### src/rtl/approx_dot_acc.sv
// -----------------------------------------------------------------------------
// approx_dot_acc
//
// Streaming accumulator that sits after the 8x8 approximate multiplier. It sums
// LEN consecutive unsigned 16-bit products into one ACC_W-bit dot-product
// result. The result is handed downstream over a valid/ready port. Overflow
// either saturates or wraps, and it is always reported with a sticky flag.
//
// Handshake semantics (both ports): a transfer happens on a rising edge where
// valid and ready are both 1. prod_ready and acc_valid are pure decodes of the
// state register, so neither depends combinationally on any input.
//
// Ports
//   clk          rising-edge clock
//   rst_n        asynchronous active-low reset
//   clr          synchronous clear. It beats every other input.
//   prod_in      unsigned product from the multiplier
//   prod_valid   prod_in is valid
//   prod_ready   block can take a product (state ACC)
//   acc_out      accumulator register, meaningful while acc_valid=1
//   acc_valid    a completed result is held (state DONE)
//   acc_ready    downstream takes the result
//   acc_ovf      sticky: an overflow happened during the current result
//   cnt          products accepted toward the current result
//   dbg_state_o  current FSM state (0 = ACC, 1 = DONE) for observation
// -----------------------------------------------------------------------------
module approx_dot_acc #(
    parameter int unsigned LEN   = 8,   // products per result, 1..255
    parameter int unsigned ACC_W = 20,  // accumulator width, >= 16
    parameter int unsigned SAT   = 1    // 1 = saturate, 0 = wrap
) (
    input  logic             clk,
    input  logic             rst_n,
    input  logic             clr,
    input  logic [15:0]      prod_in,
    input  logic             prod_valid,
    output logic             prod_ready,
    output logic [ACC_W-1:0] acc_out,
    output logic             acc_valid,
    input  logic             acc_ready,
    output logic             acc_ovf,
    output logic [7:0]       cnt,
    output logic             dbg_state_o
);

    typedef enum logic {
        S_ACC  = 1'b0,
        S_DONE = 1'b1
    } state_t;

    // cnt value held just before the final product of a result is accepted
    localparam logic [7:0] LAST_CNT = 8'(LEN - 1);

    state_t             state_q, state_d;
    logic [ACC_W-1:0]   acc_q,   acc_d;
    logic [7:0]         cnt_q,   cnt_d;
    logic               ovf_q,   ovf_d;
    logic [ACC_W:0]     sum;

    always_ff @(posedge clk or negedge rst_n) begin
        if (!rst_n) begin
            state_q <= S_ACC;
            acc_q   <= '0;
            cnt_q   <= '0;
            ovf_q   <= 1'b0;
        end else begin
            state_q <= state_d;
            acc_q   <= acc_d;
            cnt_q   <= cnt_d;
            ovf_q   <= ovf_d;
        end
    end

    always_comb begin
        state_d = state_q;
        acc_d   = acc_q;
        cnt_d   = cnt_q;
        ovf_d   = ovf_q;
        // One extra bit catches the carry-out of the addition.
        sum     = {1'b0, acc_q} + {{(ACC_W - 15){1'b0}}, prod_in};

        if (clr) begin
            state_d = S_ACC;
            acc_d   = '0;
            cnt_d   = '0;
            ovf_d   = 1'b0;
        end else begin
            case (state_q)
                S_ACC: begin
                    // prod_ready is 1 in this state, so prod_valid alone means accept.
                    if (prod_valid) begin
                        if (sum[ACC_W]) begin
                            ovf_d = 1'b1;
                            // A saturated accumulator is all-ones, so any later
                            // non-zero product carries again and stays clamped.
                            acc_d = (SAT != 0) ? '1 : sum[ACC_W-1:0];
                        end else begin
                            acc_d = sum[ACC_W-1:0];
                        end
                        cnt_d = cnt_q + 8'd1;
                        if (cnt_q == LAST_CNT) begin
                            state_d = S_DONE;
                        end
                    end
                end
                S_DONE: begin
                    // The result handoff cycle takes no product.
                    if (acc_ready) begin
                        state_d = S_ACC;
                        acc_d   = '0;
                        cnt_d   = '0;
                        ovf_d   = 1'b0;
                    end
                end
                default: begin
                    state_d = S_ACC;
                end
            endcase
        end
    end

    assign prod_ready  = (state_q == S_ACC);
    assign acc_valid   = (state_q == S_DONE);
    assign acc_out     = acc_q;
    assign acc_ovf     = ovf_q;
    assign cnt         = cnt_q;
    assign dbg_state_o = state_q;

endmodule

### config.mk
export PLATFORM = sky130hd
export DESIGN_NAME = approx_dot_acc
export DESIGN_NICKNAME = d
export VERILOG_FILES = /design/src/rtl/approx_dot_acc.sv
export SDC_FILE = /design/constraint.sdc
export NUM_CORES = 1
export LEC_CHECK = 0
export CAP_MARGIN = 10
export CORE_ASPECT_RATIO = 1.5
export CORE_MARGIN = 3
export CORE_UTILIZATION = 35
export CTS_BUF_LIST = sky130_fd_sc_hd__clkbuf_4 sky130_fd_sc_hd__clkbuf_8
export DETAILED_ROUTE_END_ITERATION = 7
export GPL_TIMING_DRIVEN = 0
export SLEW_MARGIN = 20
export SYNTH_ARGS = -nofsm -noshare
export SYNTH_HDL_FRONTEND = slang
export SYNTH_SLANG_ARGS = --single-unit
### constraint.sdc
create_clock -name clk -period 2.42 [get_ports clk]
set_input_delay 0.726 -clock clk [delete_from_list [all_inputs] [get_ports clk]]
set_output_delay 0.726 -clock clk [all_outputs]
set_load 0.05 [all_outputs]
* Word-level counts from Yosys, hierarchy flattened
Cells that the tools add are included.
** Word-level totals
- Bits in registers :: 30
- Bits of input ports :: 21
- Output and inout port bits :: 32
** Operators by class
- $add $sub $neg :: 2
- Equal/unequal tests :: 4
- Muxes and demuxes :: 19
- Bitwise gates (word level) :: 1
- Reduce and logical (&&, ||, !) cells :: 2
** Operators with widths (count)
- 2-to-1 mux 20 bit :: 4
- one-hot mux 20 bit (2 select lines) :: 1
- 2-to-1 mux 8 bit :: 3
- adder 20 x 16 -> 21 bit :: 1
- one-hot mux 8 bit (2 select lines) :: 1
- adder 8 x 1 -> 8 bit, second input constant :: 1
- == test 8 x 3 -> 1 bit, second input constant :: 1
- 2-to-1 mux 1 bit :: 8
- inequality test 3 bit, second input constant :: 2
- one-hot mux 1 bit (2 select lines) :: 2
- inequality test 3 x 2 -> 1 bit, second input constant :: 1
- AND reduction 3 bit :: 1
- AND reduction 2 bit :: 1
- inverter 1 bit :: 1

* Logic depth before layout (Yosys ltp)
Gate-level depths: netlist (run 1).
- Depth after elaboration :: 5
- Mapped depth :: 10

* Worst setup path after synthesis (run 1)
No wires, ideal clock.
- Path kind :: in2reg
- Start point :: in prod_in[0]
- End point :: reg acc_q[16], in the netlist acc_out[16]
- Library setup time :: 0.104 ns
- Data arrival time :: 2.522 ns
- Data required time :: 2.316 ns
- Setup slack :: -0.207 ns
- Stages :: 9
- Cell sequence :: ha_1 > fa_1 > a211oi_2 > o21ai_2 > o2111ai_2 > a31o_4 > nor2_2 > or3b_1 > o311ai_1
** On the way
- Longest elaborated chain between the ends :: 5
** Ends and longest elaborated chain
- from (decl) :: RTL line 35 : input logic [15:0] prod_in,
- adder 20 x 16 -> 21 bit :: RTL line 80 : sum = {1'b0, acc_q} + {{(ACC_W - 15){1'b0}}, prod_in};
- 2-to-1 mux 20 bit :: RTL line 92 : if (sum[ACC_W]) begin
- 2-to-1 mux 20 bit :: RTL line 91 : if (prod_valid) begin
- one-hot mux 20 bit (2 select lines) :: RTL line 88 : case (state_q)
- 2-to-1 mux 20 bit :: RTL line 82 : if (clr) begin
- to (signal assigned) :: RTL line 63 : acc_q <= '0;
- to (signal assigned) :: RTL line 68 : acc_q <= acc_d;
- to (decl) :: RTL line 55 : logic [ACC_W-1:0] acc_q, acc_d;
No other way between the ends. The select of a mux whose other input is x is not followed.
A chain may end at the register's enable or synchronous reset.

* Worst setup path in the final report (run 1)
- Start point :: in prod_in[0]
- End point :: reg acc_q[1], in the netlist acc_out[1]
The elaborated chain is that of the path after synthesis.

==> qor.yml, run 1 <==
logic_synthesis:
  synth_cells: 225
  ys.flop_type: "dfrtp_1"
  synth_edf_count: 0
  yosysSeqAreaShare: 0.352
  synth_cell_type_count: 52
  synth_area_leaders: "dfrtp_1 (35%), ha_1 (10%), a221o_1 (5.2%), a21oi_1 (4.2%), xnor2_1 (4.1%)"
  yosysWarnings: 0
  syn_area_um2: 2130
  yosys.area.top_type: "dfrtp_1"
  syn_avg_cell_area_um2: 9.47
  synthArstFlopShare: 1.00
  synth_top_area_frac: 0.352
  synth_fp_nets: 264
  ys_ff_latch: 30
cts:
  cts_hold_buf: 0
  clk_latency_ps: 280
  clkTransAtPathRegs_ps: 70
  root_buffer: "clkbuf_8"
  clock-sinks: 30
  cts_buffer_depth: 2
  cts_inserted_buffers: 5
  htreeDepth: 2
  tritoncts: "built"
floorplanning:
  ios: 53
  rows: 34
  die_height_um: 102
  start_util: 0.363
  core-area_um2: 5870
  die_w_um: 69.7
  die-area_um2: 7080
placed_design:
  gp_congestion: 0.820
  place_inst: 350
  hpwl_mm: 4.11
  place_area_um2: 2780
  portBuffers: 52
pwr:
  p_leak_nw: 1.45
  power_density_nw_per_um2: 637
  ir_drop_mv: 0.298
global_route:
  gr-total-overflow: 0
  grt_pass1_vias: 2204
  antenna_found_initial: 0
  grt_pass1_wl_mm: 10.4
  grt_use_total: 0.181
  grt_start_max_net_pins: 22
critical_path:
  path_common_cell: "buf_6"
  critPathMaxStageDelay_ps: 400
  crit_path_max_fanout: 8
  path_cells: "buf_6 -> ha_4 -> fa_2 -> a211oi_2 -> o21ai_2 -> o2111ai_4 -> a31o_4 -> nor2_8 -> buf_6 -> a221o_1"
  r2r-start: "acc_out[0]"
  cp.required_ps: 2580
  endpoint_kind: "flop"
  crit_type: "in2reg"
  cp-start-kind: "input pin"
  cp_data_arrival_time_ps: 2540
  crit_start: "prod_in[0]"
  worst_path_max_delay_cell: "fa_2"
detailed_routing:
  routed_wl_mm: 6.07
  drt-initial-drc-count: 88
  routed.top_layer: "met4"
  post_drt_wl_per_cell_um: 16.0
  routed-wl-met2_mm: 3.13
  postRouteAntennaNets: 0
  routed_via_density: 5.43
  drc_errors: 0
  met1_length_mm: 2.54
  first_pass_iters: 6
  dr_wl_met3_um: 253
  vias: 2062
sta:
  timing.fmax_mhz: 420
  finalCritPeriodShare: 0.984
  skew_ps: 5.45
  whs_ps: 321
  setup_violations: 0
  drv_slew: 0
  max_slew_margin: 0.661
  rsz0062_at_grt: "yes"
  tightest_slew_ps: 507
  period_needed_ps: 2380
  hold_violations: 0
min_path:
  hold_path_class: "in2async"
layout:
  nNetsFinal: 346
  diodes: 0
  fin_area_um2: 3340
  area_growth_pct: 56.9
  drive_gt1_frac: 0.269
  fin_cells: 380
  layout_commonest_cell: "clkdlybuf4s50_1"
  layout_common_cells: "clkdlybuf4s50_1 (36), dfrtp_1 (30), nor2_1 (21), buf_4 (21), nand2_1 (20)"
  utilization: 0.569
job:
  drv_cap: 0
run_status:
  status: "complete, no violations"
where the power goes:
group | leakage (nW) | internal [mW] | switching [mW] | total (mW)
clock network | 0.0579 | 0.303 | 0.212 | 0.515
logic | 0.989 | 0.468 | 0.540 | 1.01
registers | 0.407 | 0.546 | 0.0609 | 0.607
total | 1.45 | 1.32 | 0.813 | 2.13
cell families (layout without fill, tap and decap cells):
logic type	count (synthesis)	in the layout	synth area share
DFF	30	30	0.352
buffers and inverters	10	93	0.0253
xor gates and xnor gates	18	18	0.0740
AOI/OAI and AO/OA	74	74	0.264
adders and majority gates	18	18	0.109
and+or+nand+nor	75	75	0.176
repair_timing:
action | CTS | global route
gates cloned | 1 | 0
pin swaps | 29 | 14
buffers inserted | 19 | 3
setup endpoints to repair | 21 | 20
gates resized for setup | 51 | 10
per-layer routing:
layer,up-vias,global-route usage
li1,1005,-
met1,983,0.214
met2,61,0.318
met3,13,0.0367
met4,0,0.0782
met5,-,0
final timing paths:
kind / cells past startpoint / to / slack [ps]
worst max-delay path: 10 / acc_out[1] / 40
worst min-delay path: 1 / acc_out[8] / 320
worst max register to register: 9 / acc_out[1] / 120
worst min register to register: 2 / acc_ovf / 510
max in group asynchronous: 2 / acc_out[1] / 1700
min in group clk: 2 / acc_ovf / 510
Yosys cell counts, types with 3 or more instances:
cell type and instances:
dfrtp_1 30, nor2_1 21, nand2_1 20, a21oi_1 18, ha_1 17, a221o_1 11, nand3_1 11, o21ai_0 10
xnor2_1 10, xor2_1 8, o21ai_1 5, a21o_1 4, and3_1 4, buf_2 4, o21ai_2 4, a21oi_2 3
nor3_1 3, o21a_1 3
sequential cells by signal, indices dropped and copies added (netlist names):
register,count
acc_out,20
cnt,8
acc_ovf,1
acc_valid,1
metrics by stage:
| stage | power, mW | worst slack [ps] | TNS [ps] |
|---|---|---|---|
| final | 2.13 | 39.8 | 0 |
| after global routing | 2.25 | -25.7 | -29.5 |
| after CTS | 2.11 | 3.11 | 0 |
| after detailed placement | 1.40 | -704 | -12860 |
| after global placement | 1.39 | -703 | -14280 |
| after floorplan | 1.17 | -24.7 | -91.9 |
critical path: cells and delay by family:
kind,cells,cell delay [ps]
AOI/OAI and AO/OA,5,970
and+or+nand+nor,1,60
buffers and inverters,2,240
adders and majority gates,2,550
final cells by class:
type | count | area (um2)
clock buffer | 5 | 68.8
fill | 535 | 2530
tap | 72 | 90.1
inverter | 2 | 7.51
timing repair buffer | 76 | 741
multi-input combinational | 185 | 1590
buffer | 7 | 52.6
sequential | 30 | 751
clock inverter | 3 | 40.0
(Power assumes the default switching activity.)
==> run 2: changes to the inputs <==
Settings changed: CAP_MARGIN 10 to 20, CORE_ASPECT_RATIO 1.5 to 0.8.
==> run 2 against run 1 <==
Effect of this change: core utilization is 1.2 points higher; clock-buffer cell count grew 2; register-to-register slack improved by 60 ps; critical endpoint is now acc_out[18]; largest power group unchanged.
==> qor.yml, run 2 (synthesis results as in run 1) <==
critical_path:
  critPathMaxStageDelay_ps: 320  # -80 ps
  cp_top_family: "compound AO/OA/AOI/OAI gates"
  cp.required_ps: 2570  # about the same
  path_cells: "dlygate4sd2_1 -> ha_4 -> o21ai_2 -> o21ai_2 -> o2111ai_4 -> a31o_4 -> buf_6 -> nor4b_4 -> nor3_1"
  r2r-start: "acc_out[0]"
  crit_path_max_fanout: 5  # -3
  worstReg2RegEnd: "acc_out[2]"
  path_common_cell: "o21ai_2"
  endpoint_kind: "flop"
  cp_data_arrival_time_ps: 2510  # -30 ps
  cp_num_buf_inv: 2  # unchanged
  crit_start: "prod_in[4]"
  reg2reg_setup_slack_ps: 180  # +60 ps
  crit_type: "in2reg"
  cp-start-kind: "input pin"
  reg2reg_depth: 9  # unchanged
  worst_path_max_delay_cell: "a31o_4"
placed_design:
  hpwl_mm: 4.06  # -1.2%
  gp_congestion: 0.801  # -2.3%
  portBuffers: 52  # unchanged
  place_area_um2: 2790  # +0.27%
layout:
  drive_gt1_frac: 0.260  # -0.00961
  largest_reg_flops: 20  # unchanged
  area_growth_pct: 54.8
  nNetsFinal: 342  # -1.2%
  layout_commonest_cell: "clkdlybuf4s50_1"
  fin_area_um2: 3300  # -1.3%
  layout_common_cells: "clkdlybuf4s50_1 (35), dfrtp_1 (30), nor2_1 (20), nand2_1 (20), buf_4 (17)"
  utilization: 0.581  # +0.0116
  diodes: 0  # unchanged
min_path:
  hold_path_class: "in2async"
cts:
  root_buffer: "clkbuf_8"
  htreeDepth: 2  # unchanged
  clock-sinks: 30  # unchanged
  clk_latency_ps: 280  # about the same
  cts_buffer_depth: 2  # unchanged
  tritoncts: "built"
  cts_hold_buf: 0  # unchanged
  cts_inserted_buffers: 5  # unchanged
  clkTransAtPathRegs_ps: 70  # about the same
sta:
  skew_ps: 9.08  # +3.63 ps
  finalCritPeriodShare: 0.975  # -0.00887
  timing.fmax_mhz: 424  # +0.91%
  period_needed_ps: 2360  # -21.5 ps
  tightest_slew_ps: 516  # +9.52 ps
  hold_violations: 0  # unchanged
  drv_slew: 0  # unchanged
  max_slew_margin: 0.655  # -0.00636
  setup_violations: 0  # unchanged
detailed_routing:
  vias: 2053  # -0.44%
  first_pass_iters: 4  # -2
  drt-initial-drc-count: 86  # -2.3%
  postRouteAntennaNets: 0  # unchanged
  routed_via_density: 5.37  # -0.96%
  routed_wl_mm: 6.03  # -0.59%
  drc_errors: 0  # unchanged
  post_drt_wl_per_cell_um: 15.8  # -1.1%
run_status:
  status: "complete, no violations"
pwr:
  p_leak_nw: 1.43  # -1.7%
  combPwrFrac: 0.491  # +0.018
  p_int_mw: 1.25  # -4.9%
  ir_drop_mv: 0.359  # +21%
  power_frac_seq: 0.295  # +0.010
  power_density_nw_per_um2: 623  # -2.3%
  p_sw_frac: 0.390  # +0.00856
  p_clk_frac: 0.214  # -0.028
  power.switching_mw: 0.801  # -1.4%
floorplanning:
  rows: 24  # -29%
  die_height_um: 75.8  # -25%
  start_util: 0.375  # +0.0125
  ios: 53  # unchanged
  core-area_um2: 5680  # -3.3%
  die_w_um: 93.2  # +34%
  die-area_um2: 7070  # -0.18%
global_route:
  grt.busiest_layer: "met2"
  grt_start_max_net_pins: 23  # +4.5%
  met1_usage: 0.249  # +0.0345
  gr-total-overflow: 0  # unchanged
  antenna_found_initial: 0  # unchanged
  grt_use_total: 0.182  # +0.00141
  met3_usage: 0.0424  # +0.00571
  grt_pass1_vias: 2155  # -2.2%
  met2_usage: 0.300  # -0.0181
  grt_pass1_wl_mm: 10.3  # -0.73%
job:
  drv_cap: 0  # unchanged
## run 2: power by group through the flow
stage,Clock [mW],Combinational (mW),Sequential [mW]
after floorplan,0,0.418,0.749
after global placement,0,0.791,0.597
after detailed placement,0,0.797,0.598
after CTS,0.451,0.959,0.604
after global routing,0.474,1.09,0.613
final,0.440,1.01,0.605
## run 2: final cells by class
cell class / instances / area (um2)
plain buffers: 7 / 52.6
clock buffers: 7 / 90.1
clock inverters: 1 / 5.00
fillers: 493 / 2380
inverters: 2 / 7.51
multi-input cells: 185 / 1600
flip-flops and latches: 30 / 751
well taps: 78 / 97.6
repair buffers: 72 / 697
## run 2: how the worst max path moves through the flow
stage	end	slack [ps]	cells past startpoint
2_1_floorplan	acc_out[11]	-20	9
3_3_place_gp	acc_out[11]	-690	10
3_5_place_dp	acc_out[11]	-700	10
4_1_cts	acc_out[18]	7	9
5_1_grt	acc_out[16]	-20	9
6_report	acc_out[18]	60	9
## run 2: repair_timing
action / CTS / global route
endpoints found under the setup margin: 21 / 20
gates cloned: 1 / 0
resized for setup: 53 / 10
buffers inserted: 12 / 6
pin swaps: 23 / 19
## run 2: per-stage QoR
stage | power [mW] | setup WS, ps | std cells | TNS (ps) | hold WS, ps
global placement | 1.39 | -686 | 355 | -14160 | 487
detailed placement | 1.39 | -699 | 356 | -12580 | 499
finish | 2.05 | 61.3 | 382 | 0 | 311
CTS | 2.01 | 7.20 | 377 | 0 | 314
floorplan | 1.17 | -24.7 | 225 | -91.9 | 430
global route | 2.18 | -21.4 | 382 | -46.6 | 314
## run 2: metal layers
layer / vias up / share of wire
met5: - / 0
met4: 0 / 0.0058
met1: 980 / 0.46
met3: 7 / 0.073
li1: 1001 / -
met2: 65 / 0.46
